[config.mk]
export PLATFORM = sky130hd
export DESIGN_NAME = fp_norm_round
export DESIGN_NICKNAME = d
export VERILOG_FILES = /design/src/rtl/fp16_pkg.sv /design/src/rtl/fp_round.sv /design/src/rtl/fp_norm_round.sv
export SDC_FILE = /design/constraint.sdc
export NUM_CORES = 1
export LEC_CHECK = 0
export CAP_MARGIN = 5
export CORE_MARGIN = 5
export CORE_UTILIZATION = 54
export CTS_BUF_LIST = sky130_fd_sc_hd__clkbuf_8
export DETAILED_ROUTE_END_ITERATION = 7
export PLACE_DENSITY = 0.85
export RECOVER_POWER = 25
export SLEW_MARGIN = 20
export SYNTH_ARGS = -nofsm -noshare
export SYNTH_HDL_FRONTEND = slang
export SYNTH_SLANG_ARGS = --single-unit
[constraint.sdc]
create_clock -name clk -period 3 [get_ports clk]
set_input_delay 0.6 -clock clk [delete_from_list [all_inputs] [get_ports clk]]
set_output_delay 0.6 -clock clk [all_outputs]
set_load 0.01 [all_outputs]
[src/rtl/fp16_pkg.sv]
// Shared fp16 definitions for the multiplier back end: field widths, packed
// result type and the normalize/round controller states.
package fp16_pkg;

  localparam int unsigned FP_EXP_W   = 4;
  localparam int unsigned FP_FRAC_W  = 11;
  localparam int          FP_BIAS    = 7;
  localparam int          FP_EXP_MAX = 15;

  typedef struct packed {
    logic                 sign;
    logic [FP_EXP_W-1:0]  exp;
    logic [FP_FRAC_W-1:0] frac;
  } fp16_t;

  typedef enum logic [1:0] {
    StIdle,
    StNorm,
    StRound,
    StDone
  } state_e;

endpackage

[src/rtl/fp_round.sv]
// Combinational rounding, carry renormalization and exponent range check.
// Optional macro FP_NORM_RNE_EN: defined selects round-to-nearest-even,
// undefined selects truncation.
module fp_round import fp16_pkg::*; #(
  parameter int unsigned EXP_W = 7
) (
  input  logic                    sign_i,
  input  logic signed [EXP_W-1:0] exp_i,
  input  logic [FP_FRAC_W-1:0]    frac_i,
  input  logic                    guard_i,
  input  logic                    sticky_i,
  input  logic                    zero_i,
  output fp16_t                   result_o,
  output logic                    ovf_o,
  output logic                    unf_o
);

  localparam logic signed [EXP_W-1:0] ExpZero = '0;
  localparam logic signed [EXP_W-1:0] ExpMax  = EXP_W'(FP_EXP_MAX);

  logic inc;

`ifdef FP_NORM_RNE_EN
  assign inc = guard_i & (sticky_i | frac_i[0]);
`else
  // Truncation drops the round bits entirely.
  logic unused_round_bits;
  assign unused_round_bits = guard_i ^ sticky_i;
  assign inc = 1'b0;
`endif

  logic [FP_FRAC_W:0]      frac_sum;
  logic [FP_FRAC_W-1:0]    frac_rnd;
  logic signed [EXP_W-1:0] exp_rnd;

  // Round, renormalize on fraction carry-out, then saturate or flush.
  always_comb begin
    frac_sum = {1'b0, frac_i} + {{FP_FRAC_W{1'b0}}, inc};
    frac_rnd = frac_sum[FP_FRAC_W-1:0];
    exp_rnd  = exp_i;
    if (frac_sum[FP_FRAC_W]) begin
      frac_rnd = '0;
      exp_rnd  = exp_i + EXP_W'(1);
    end

    result_o.sign = sign_i;
    result_o.exp  = '0;
    result_o.frac = '0;
    ovf_o         = 1'b0;
    unf_o         = 1'b0;
    if (zero_i || (exp_rnd <= ExpZero)) begin
      unf_o = 1'b1;
    end else if (exp_rnd > ExpMax) begin
      result_o.exp  = '1;
      result_o.frac = '1;
      ovf_o         = 1'b1;
    end else begin
      result_o.exp  = exp_rnd[FP_EXP_W-1:0];
      result_o.frac = frac_rnd;
    end
  end

endmodule

[src/rtl/fp_norm_round.sv]
// Normalize-and-round stage for the fp16 multiplier product. A shift FSM
// brings the leading one to bit SIG_W-2, then fp_round produces the packed
// result. Rounding mode is selected by FP_NORM_RNE_EN inside fp_round.
module fp_norm_round import fp16_pkg::*; #(
  parameter int unsigned EXP_W = 7,
  parameter int unsigned SIG_W = 24
) (
  input  logic                    clk,
  input  logic                    rst,
  input  logic                    in_valid,
  output logic                    in_ready,
  input  logic                    in_sign,
  input  logic signed [EXP_W-1:0] in_exp,
  input  logic [SIG_W-1:0]        in_sig,
  output logic                    out_valid,
  input  logic                    out_ready,
  output logic [15:0]             out_result,
  output logic                    out_ovf,
  output logic                    out_unf
);

  // Binary point sits between SIG_W-2 and SIG_W-3; fraction follows it.
  localparam int unsigned FracMsb  = SIG_W - 3;
  localparam int unsigned GuardBit = SIG_W - 3 - FP_FRAC_W;

  state_e                  state_q, state_d;
  logic                    sign_q, sign_d;
  logic signed [EXP_W-1:0] exp_q, exp_d;
  logic [SIG_W-1:0]        sig_q, sig_d;
  logic                    sticky_q, sticky_d;
  logic                    zero_q, zero_d;
  fp16_t                   result_q, result_d;
  logic                    ovf_q, ovf_d;
  logic                    unf_q, unf_d;

  fp16_t rnd_result;
  logic  rnd_ovf;
  logic  rnd_unf;

  fp_round #(
    .EXP_W(EXP_W)
  ) u_fp_round (
    .sign_i   (sign_q),
    .exp_i    (exp_q),
    .frac_i   (sig_q[FracMsb -: FP_FRAC_W]),
    .guard_i  (sig_q[GuardBit]),
    .sticky_i (sticky_q | (|sig_q[GuardBit-1:0])),
    .zero_i   (zero_q),
    .result_o (rnd_result),
    .ovf_o    (rnd_ovf),
    .unf_o    (rnd_unf)
  );

  // Next-state: capture, one normalization step per cycle, latch result.
  always_comb begin
    state_d  = state_q;
    sign_d   = sign_q;
    exp_d    = exp_q;
    sig_d    = sig_q;
    sticky_d = sticky_q;
    zero_d   = zero_q;
    result_d = result_q;
    ovf_d    = ovf_q;
    unf_d    = unf_q;
    unique case (state_q)
      StIdle: begin
        if (in_valid) begin
          sign_d   = in_sign;
          exp_d    = in_exp;
          sig_d    = in_sig;
          sticky_d = 1'b0;
          zero_d   = 1'b0;
          state_d  = StNorm;
        end
      end
      StNorm: begin
        if (sig_q == '0) begin
          zero_d  = 1'b1;
          state_d = StRound;
        end else if (sig_q[SIG_W-1]) begin
          sig_d    = sig_q >> 1;
          sticky_d = sticky_q | sig_q[0];
          exp_d    = exp_q + EXP_W'(1);
          state_d  = StRound;
        end else if (sig_q[SIG_W-2]) begin
          state_d = StRound;
        end else begin
          sig_d = sig_q << 1;
          exp_d = exp_q - EXP_W'(1);
        end
      end
      StRound: begin
        result_d = rnd_result;
        ovf_d    = rnd_ovf;
        unf_d    = rnd_unf;
        state_d  = StDone;
      end
      StDone: begin
        if (out_ready) state_d = StIdle;
      end
      default: state_d = StIdle;
    endcase
  end

  // State and datapath registers; reset abandons any transaction in flight.
  always_ff @(posedge clk) begin
    if (rst) begin
      state_q  <= StIdle;
      sign_q   <= 1'b0;
      exp_q    <= '0;
      sig_q    <= '0;
      sticky_q <= 1'b0;
      zero_q   <= 1'b0;
      result_q <= '0;
      ovf_q    <= 1'b0;
      unf_q    <= 1'b0;
    end else begin
      state_q  <= state_d;
      sign_q   <= sign_d;
      exp_q    <= exp_d;
      sig_q    <= sig_d;
      sticky_q <= sticky_d;
      zero_q   <= zero_d;
      result_q <= result_d;
      ovf_q    <= ovf_d;
      unf_q    <= unf_d;
    end
  end

  assign in_ready   = (state_q == StIdle) && !rst;
  assign out_valid  = (state_q == StDone);
  assign out_result = result_q;
  assign out_ovf    = ovf_q;
  assign out_unf    = unf_q;

endmodule

-- After elaboration in Yosys (flattened, before gate mapping)
Index checks and enable logic that the tools add are counted.
- bits in registers: 53
- input port bits: 36
- output and inout port bits: 20
- word-level logic and storage cells: 59
- add/sub/neg operators: 2
- magnitude comparators: 2
- equality and inequality tests: 9
- mux-type cells: 24
- reductions and logical operators: 11
- operator list (cell ; count):
    $mux W24 ; 2
    $pmux W24 S2 ; 1
    $mux W23 ; 2
    $mux W15 ; 2
    $mux W7 ; 4
    $logic_not A24 Y1 ; 1
    $pmux W7 S2 ; 1
    $mux W2 ; 5
    $reduce_and A3 Y1 ; 3
    $pmux W2 S4 ; 1
    $add A7 B2 Y7 const B ; 1
    $gt A7 B5 Y1 const B ; 1
    $le A7 B1 Y1 const B ; 1
    $sub A7 B2 Y7 const B ; 1
    $ne A2 B2 Y1 const B ; 3
    $mux W1 ; 5
    $eq A2 B2 Y1 const B ; 2
    $ne A4 B4 Y1 const B ; 1
    $reduce_and A4 Y1 ; 1
    $ne A3 B3 Y1 const B ; 1
    $eq A2 B1 Y1 const B ; 1
    $logic_not A2 Y1 ; 1
    $ne A2 B1 Y1 const B ; 1
    $pmux W1 S2 ; 1
    other kinds (5) ; 5

-- Logic depth before layout (Yosys ltp)
Gate-level depths: netlist of the first run.
- depth in word-level cells: 5
- gate-level depth with buffers: 9
- gate-level depth less buffers: 7

-- Cells and area by module
Synthesis of the first run repeated with hierarchy kept, for this count alone.
- cells, all modules: 371
- area, all modules: 3225.6 sq um
- by module, submodules not included (module ; times used ; cells an instance ; area an instance (sq um) ; seq. area each (sq um)):
    fp_norm_round ; 1 ; 329 ; 2859.0 ; 1081.0
    fp_round ; 1 ; 42 ; 366.6 ; 0.0

-- Worst setup path before layout of the first run
Ideal clock, no wire load.
- path type: reg-to-reg
- start: register sig_q[23]
- end: register exp_q[5]
- data arrival time: 1.994 ns
- setup slack: 0.914 ns
- stages on the path, launching flop included: 9
- buffers on the path: 1
- period minus slack after synthesis: 2.086 ns
- cells stage by stage: dfxtp_1 clkbuf_1 inv_1 ha_1 a211oi_1 nor2_1 nor4b_1 nor4_1 nor4_1
- word-level cells in the longest chain between the ends: 3
- ends and longest elaborated chain (item ; RTL line ; RTL):
    start: declaration ; fp_norm_round.sv:29 ; logic [SIG_W-1:0] sig_q, sig_d;
    start signal: assignment ; fp_norm_round.sv:121 ; sig_q <= sig_d;
    $logic_not A24 Y1 / $mux W7 (equally long branches) ; fp_norm_round.sv:77, fp_norm_round.sv:80 ;
    $ne A2 B2 Y1 (no line) / $mux W7 (equally long branches) ; - ;
    $reduce_and A4 Y1 (no line) / $pmux W7 S2 (equally long branches) ; - ;
    end signal: assignment ; fp_norm_round.sv:120 ; exp_q <= exp_d;
    end: declaration ; fp_norm_round.sv:28 ; logic signed [EXP_W-1:0] exp_q, exp_d;
Parallel ways exist; a longest one is shown, timed or not. The select of a mux whose other input is x is not followed.
A chain may end at the register's enable or synchronous reset.

-- Worst setup path in the final report of the first run
- start: register state_q[1]
- end: register sig_q[18]
- word-level cells in the longest chain between the ends: 3
- ends and longest elaborated chain (item ; RTL line ; RTL):
    start: declaration ; fp_norm_round.sv:26 ; state_e state_q, state_d;
    start signal: assignment ; fp_norm_round.sv:108 ; state_q <= StIdle;
    start signal: assignment ; fp_norm_round.sv:118 ; state_q <= state_d;
    $eq A2 B1 Y1 / $logic_not A2 Y1 (equally long branches) ; fp_norm_round.sv:65 ; unique case (state_q)
    $ne A3 B3 Y1 (no line), or another cell as far along ; - ;
    $reduce_and A4 Y1 (no line) ; - ;
Parallel ways exist; a longest one is shown, timed or not.

==> results.toml, run 1 <==
[outcome]
status = "finished, final reports clean"

[detailed_routing]
drc = 0
drt_wl_total_mm = 7.94
vias = 3117
drt_pass1_iterations = 4
postRouteAntennaNets = 0
viasPerCell = 6.16
drt_iter0_drc = 360
wl_per_cell_um = 15.7

[synthesis]
synthTopCellsByCount = "dfxtp_1, a21oi_1, o21ai_0"
yosys-top-cells-area = "dfxtp_1, a21oi_1, o21ai_0"
muxShareOfSynthArea_pct = 1.30
synthXorXnorAreaFrac_pct = 0.855
yosysWarnings = 0
synth-edff-count = 0
synth_top_family_by_area = "compound AO/OA/AOI/OAI gates"
syn-num-nets = 441
synth_top_area_share_pct = 34.5
synth_area_um2 = 3070
synth_compound_area_share_pct = 32.6
ys_dominant_reg_cell = "dfxtp_1"
synth_area_per_cell_um2 = 7.80
ys_types = 41
async_flop_share_pct = 0
synth_top_area_cell = "dfxtp_1"
synthCells = 394
synth_seq_cells = 53
synthSimpleGateAreaFrac_pct = 17.3
ys_seq_area_share_pct = 34.5
synthAdderAreaFrac_pct = 4.72
synth_most_common_cell = "dfxtp_1"

[setup_path]
critPathKind = "reg -> reg"
cp_cell_sequence = "inv_1 > ha_1 > buf_4 > mux2i_1 > a21oi_2 > buf_4 > o2111ai_1 > a21oi_1"
crit_family = "buffers and inverters"
r2r_slack_ns = 0.57
arrival_ns = 2.68
start_kind = "register"
worst_path_largest_cell_delay_ns = 0.44
cp_max_fo = 55
cp_num_buf_inv = 3
slowest_stage = "buf_4"
path_common_cell = "buf_4"
cp.required_ns = 3.24
worst_setup_path_end_kind = "register"

[pwr]
switching_power_mw = 1.56
p_seq_share_pct = 33.2
ir_worst_vdd_v = 0.000398
p_int_mw = 1.94
power_frac_comb_pct = 52.4
clkPwrFrac_pct = 14.4
total_power_mw = 3.50
p_per_area_nw_per_um2 = 933
p_leak_nw = 1.30
swShare_pct = 44.6

[clock_network]
hold_buffers = 0
clock-sinks = 53
worstSkewPairLatency_ns = 0.31
postCtsSetupBuffers = 0
cts-resized-gates = 0
htree_levels = 2
cts_tree = "done"
cts-root-buf = "clkbuf_8"
cts_max_path_buffers = 2
cts_buffers = 5
clk_pin_slew_ns = 0.10

[placement]
dp_hpwl_mm = 5.40
gp_congestion = 0.851
numPortBuffers = 55

[global_route]
grt_overflow_total = 0
grt_pass1_wl_mm = 13.4
first_global_vias = 2893
antenna_found_initial = 0
grtUsageTotal_pct = 21.9
grt_max_degree = 58

[floorplanning]
fp-row-count = 27
start_util_pct = 55.8
core-area_um2 = 5510
dieHeight_um = 85.5
io_pins = 56
die_width_um = 85.5
dieArea_um2 = 7300

[layout]
drive_gt1_share_pct = 5.30
nets = 480
synthToLayoutAreaGrowth_pct = 22.2
antennaDiodeCount = 0

[timing]
skew_ns = 0.00608
fin_crit_ns = 2.43
fmax_mhz = 411
finalSetupViolations = 0
hold_viol_final = 0
slew_headroom_pct = 46.4
slew_violations = 0
fin_setup_tns_ns = 0
fin_crit_sh_pct = 81.2
rsz0062_at_grt = "false"
worstMarginPinSlew_ns = 0.801

[flow_run]
maxCapViolCount = 0

[hold_path]
hold_class = "reg -> reg"
placed cells by master, fill, tap and decap left out, types with 2 or more instances in the layout:
cell	synthesis	layout
dlygate4sd3_1	0	15
clkdlybuf4s50_1	0	39
dfxtp_1	53	53
inv_1	28	29
clkbuf_8	0	6
nand2b_1	16	16
o21ai_0	40	40
nor2b_1	4	4
o2111ai_1	21	21
a21oi_1	52	51
and3_1	2	2
nand3_1	6	6
o311ai_0	20	20
a21o_1	4	4
or3_1	2	2
nor3_1	8	8
o41ai_1	3	3
o21a_1	2	2
a211oi_1	7	7
nor2_1	18	18
nand2_1	28	28
or4_1	2	2
ha_1	10	10
buf_4	0	11
nor4_1	10	10
a31oi_1	3	3
xnor2_1	2	2
o21ai_1	3	3
mux2i_1	4	4
cell type report:
cell class | count | area [um2]
Fill cell | 467 | 1750
Tap cell | 72 | 90.1
Clock buffer | 6 | 82.6
Timing Repair Buffer | 67 | 632
Inverter | 28 | 105
Multi-Input combinational cell | 278 | 1750
Clock inverter | 2 | 33.8
Sequential cell | 53 | 1060
flip-flops by register name, indices dropped and copies added (netlist names):
register and count:
zero_q 1, out_ovf 1, sig_q 24, out_unf 1
exp_q 7, out_result 16, sign_q 1, state_q 2
final timing paths:
check	from	endpoint	depth (start not counted)
setup reg to reg	state_q[1]	sig_q[18]	8
hold reg to reg	sign_q	sign_q	2
setup / recovery	state_q[1]	sig_q[18]	8
hold / removal	sign_q	sign_q	2
routing by layer:
layer,track usage (%),up-vias,part of all wire (%)
met5,0,-,0
met4,6.33,0,1.1
met3,5.05,12,7.1
met2,34.9,120,48
met1,29.5,1457,44
li1,-,1528,-
cells by family (layout without fill, tap and decap cells):
logic type | count (synthesis) | count (layout)
compound gates | 158 | 158
simple gates | 102 | 102
flops | 53 | 53
mux | 4 | 4
fa+ha+maj | 11 | 11
xor+xnor | 3 | 3
buf+inv | 63 | 103
power groups by stage:
stage / registers [mW] / logic (mW) / clock network, mW
4_1_cts: 1.15 / 1.84 / 0.508
3_3_place_gp: 1.16 / 1.78 / 0
3_5_place_dp: 1.17 / 1.83 / 0
5_1_grt: 1.19 / 2.06 / 0.539
2_1_floorplan: 1.11 / 1.37 / 0
6_report: 1.16 / 1.84 / 0.504
per-stage QoR:
stage | hold slack [ns] | worst slack [ns] | std cells | cell area (um2) | utilization, %
6_report | 0.460 | 0.565 | 506 | 3760 | 68.2
5_1_grt | 0.491 | 0.315 | 506 | 3760 | 68.2
4_1_cts | 0.463 | 0.602 | 506 | 3760 | 68.3
3_5_place_dp | 0.450 | 0.606 | 498 | 3640 | 66.2
3_3_place_gp | 0.445 | 0.662 | 498 | 3640 | 66.2
2_1_floorplan | 0.436 | 0.914 | 394 | 3070 | -
tightest hold or removal path: stages (launching register included):
cell	delay (ns)
dfxtp_1	0.32
nand2_1	0.05
a21oi_1	0.05
No activity file was read; power rests on OpenSTA's default activity.
==> run 2: changes to the inputs <==
--- a/config.mk
+++ b/config.mk
@@ -7,10 +7,10 @@
 export LEC_CHECK = 0
 export CAP_MARGIN = 5
 export CORE_MARGIN = 5
-export CORE_UTILIZATION = 54
+export CORE_UTILIZATION = 49
 export CTS_BUF_LIST = sky130_fd_sc_hd__clkbuf_8
 export DETAILED_ROUTE_END_ITERATION = 7
-export PLACE_DENSITY = 0.85
+export PLACE_DENSITY = 0.81
 export RECOVER_POWER = 25
 export SLEW_MARGIN = 20
 export SYNTH_ARGS = -nofsm -noshare
==> constraint.sdc (replaced) <==
create_clock -name clk -period 2 [get_ports clk]
set_input_delay 0.4 -clock clk [delete_from_list [all_inputs] [get_ports clk]]
set_output_delay 0.4 -clock clk [all_outputs]
set_load 0.01 [all_outputs]
==> results.toml, run 2 (synthesis gave the netlist of run 1 again) <==
[timing]
worstMarginPinSlew_ns = 0.607
fmax_mhz = 513
finalSetupViolations = 0
fin_crit_sh_pct = 97.4
slew_violations = 0
slew_headroom_pct = 59.5
fin_setup_tns_ns = 0
fin_ws_ns = 0.0522
skew_ns = 0.00840
rsz0062_at_grt = "true"
fin_crit_ns = 1.95
hold_viol_final = 0

[placement]
numPortBuffers = 55
gp_congestion = 0.913
dp_hpwl_mm = 5.95
placed_cells = 522
dpl_worst_slack_ns = 0.00441

[pwr]
p_per_area_nw_per_um2 = 1450
p_leak_nw = 1.37
ir_worst_vdd_v = 0.000762

[setup_path]
reg2reg_from = "state_q[1]"
worstReg2RegEnd = "exp_q[0]"
cp.required_ns = 1.60
critPathKind = "reg -> out"
start_kind = "register"
arrival_ns = 1.55
worstRegToRegCells = 7
r2r_slack_ns = 0.07
worst_setup_path_end_kind = "output port"
cp_max_fo = 3

[layout]
layout_commonest_cell = "clkdlybuf4s50_1"
antennaDiodeCount = 0
largest_reg_flops = 24
final_cells = 532
seq_area_um2 = 1060
regMostFlops = "sig_q"
synthToLayoutAreaGrowth_pct = 30.3
final_cell_mix = "clkdlybuf4s50_1, dfxtp_1, a21oi_1, o21ai_0, buf_4"
fillers = 534
final_core_util_pct = 66.5
multiInputGateArea_um2 = 1830
drive_gt1_share_pct = 12.5
nets = 503

[clock_network]
cts-root-buf = "clkbuf_8"
cts_tree = "done"
cts_buffers = 5
clock-sinks = 53
cts_max_path_buffers = 2
worstSkewPairLatency_ns = 0.31
clk_pin_slew_ns = 0.10
htree_levels = 2

[detailed_routing]
vias = 3249
drt_pass1_iterations = 5
drt_wl_total_mm = 8.65
drc = 0
drt_iter0_drc = 303
viasPerCell = 6.11
wl_per_cell_um = 16.3
postRouteAntennaNets = 0

[global_route]
grt_pass1_wl_mm = 13.9
grtUsageTotal_pct = 21.8
antenna_found_initial = 0
grt_max_degree = 58
grt_overflow_total = 0
first_global_vias = 3016

[floorplanning]
io_pins = 56
dieArea_um2 = 7960
core-area_um2 = 6030
dieHeight_um = 89.2
fp-row-count = 28
start_util_pct = 51.0
die_width_um = 89.2

[hold_path]
min_path_cells = 2
min_from = "sign_q"
hold_class = "reg -> reg"
min_to = "sign_q"

[flow_run]
maxCapViolCount = 0

[outcome]
status = "finished, final reports clean"
-- run 2: changes by cell type in the layout (fill, tap and decap cells not counted), moves of 2 or more --
cell             before  now
buf_4                11   31
clkdlybuf4s50_1      39   53
buf_6                 0    2
ha_1                 10    8
dlygate4sd3_1        15    0
ha_4                  0    2
-- run 2: how the worst max path moves through the flow --
| stage | from | to | slack (ns) | cells after the start |
|---|---|---|---|---|
| 6_report | state_q[0] | out_valid | 0.05 | 2 |
| 5_1_grt | state_q[1] | exp_q[0] | -0.01 | 7 |
| 4_1_cts | sig_q[23] | exp_q[5] | 0.01 | 7 |
| 3_5_place_dp | in_valid | exp_q[1] | 0.004 | 7 |
| 3_3_place_gp | in_valid | exp_q[0] | 0.05 | 5 |
| 2_1_floorplan | sig_q[23] | exp_q[5] | 0.06 | 8 |
-- run 2: final cells by class --
class,count,area share [%]
multi-input combinational,278,45.7
sequential,53,26.5
timing repair buffer,90,20.4
inverter,28,2.62
tap,75,2.34
clock buffer,6,2.06
clock inverter,2,0.344
-- run 2: critical path, cell delays in order, from the launching register on --
cell,delay [ns]
dfxtp_1,0.43
ha_1,0.25
clkdlybuf4s50_1,0.57
-- run 2: per-stage QoR --
| step | hold WS [ns] | power, mW | area (um2) |
|---|---|---|---|
| final | 0.469 | 5.80 | 4010 |
| after global routing | 0.505 | 6.20 | 4010 |
| after CTS | 0.470 | 5.49 | 3900 |
| after detailed placement | 0.455 | 4.83 | 3800 |
| after global placement | 0.442 | 4.71 | 3800 |
| after floorplan | 0.436 | 3.72 | 3080 |
-- run 2: metal layers --
metal	up-vias	share of wire, %	GRT usage (%)
met5	-	0	0
met4	0	1.9	7.85
met3	20	7.1	4.52
met2	132	48	35.3
met1	1520	43	28.7
li1	1577	-	-
-- run 2: where the power goes --
group	internal [mW]	switching, mW	total [mW]
Sequential	1.38	0.304	1.68
Combinational	1.54	1.92	3.46
Clock	0.282	0.366	0.648
-- run 2: what timing repair did --
action / in CTS / in global routing
pin swaps: 0 / 1
setup endpoints to repair: 1 / 30
endpoints found under the hold margin: 0 / 0
gates resized for setup: 2 / 18
setup buffers: 0 / 2
hold buffers: 0 / 0
cloned: 0 / 0
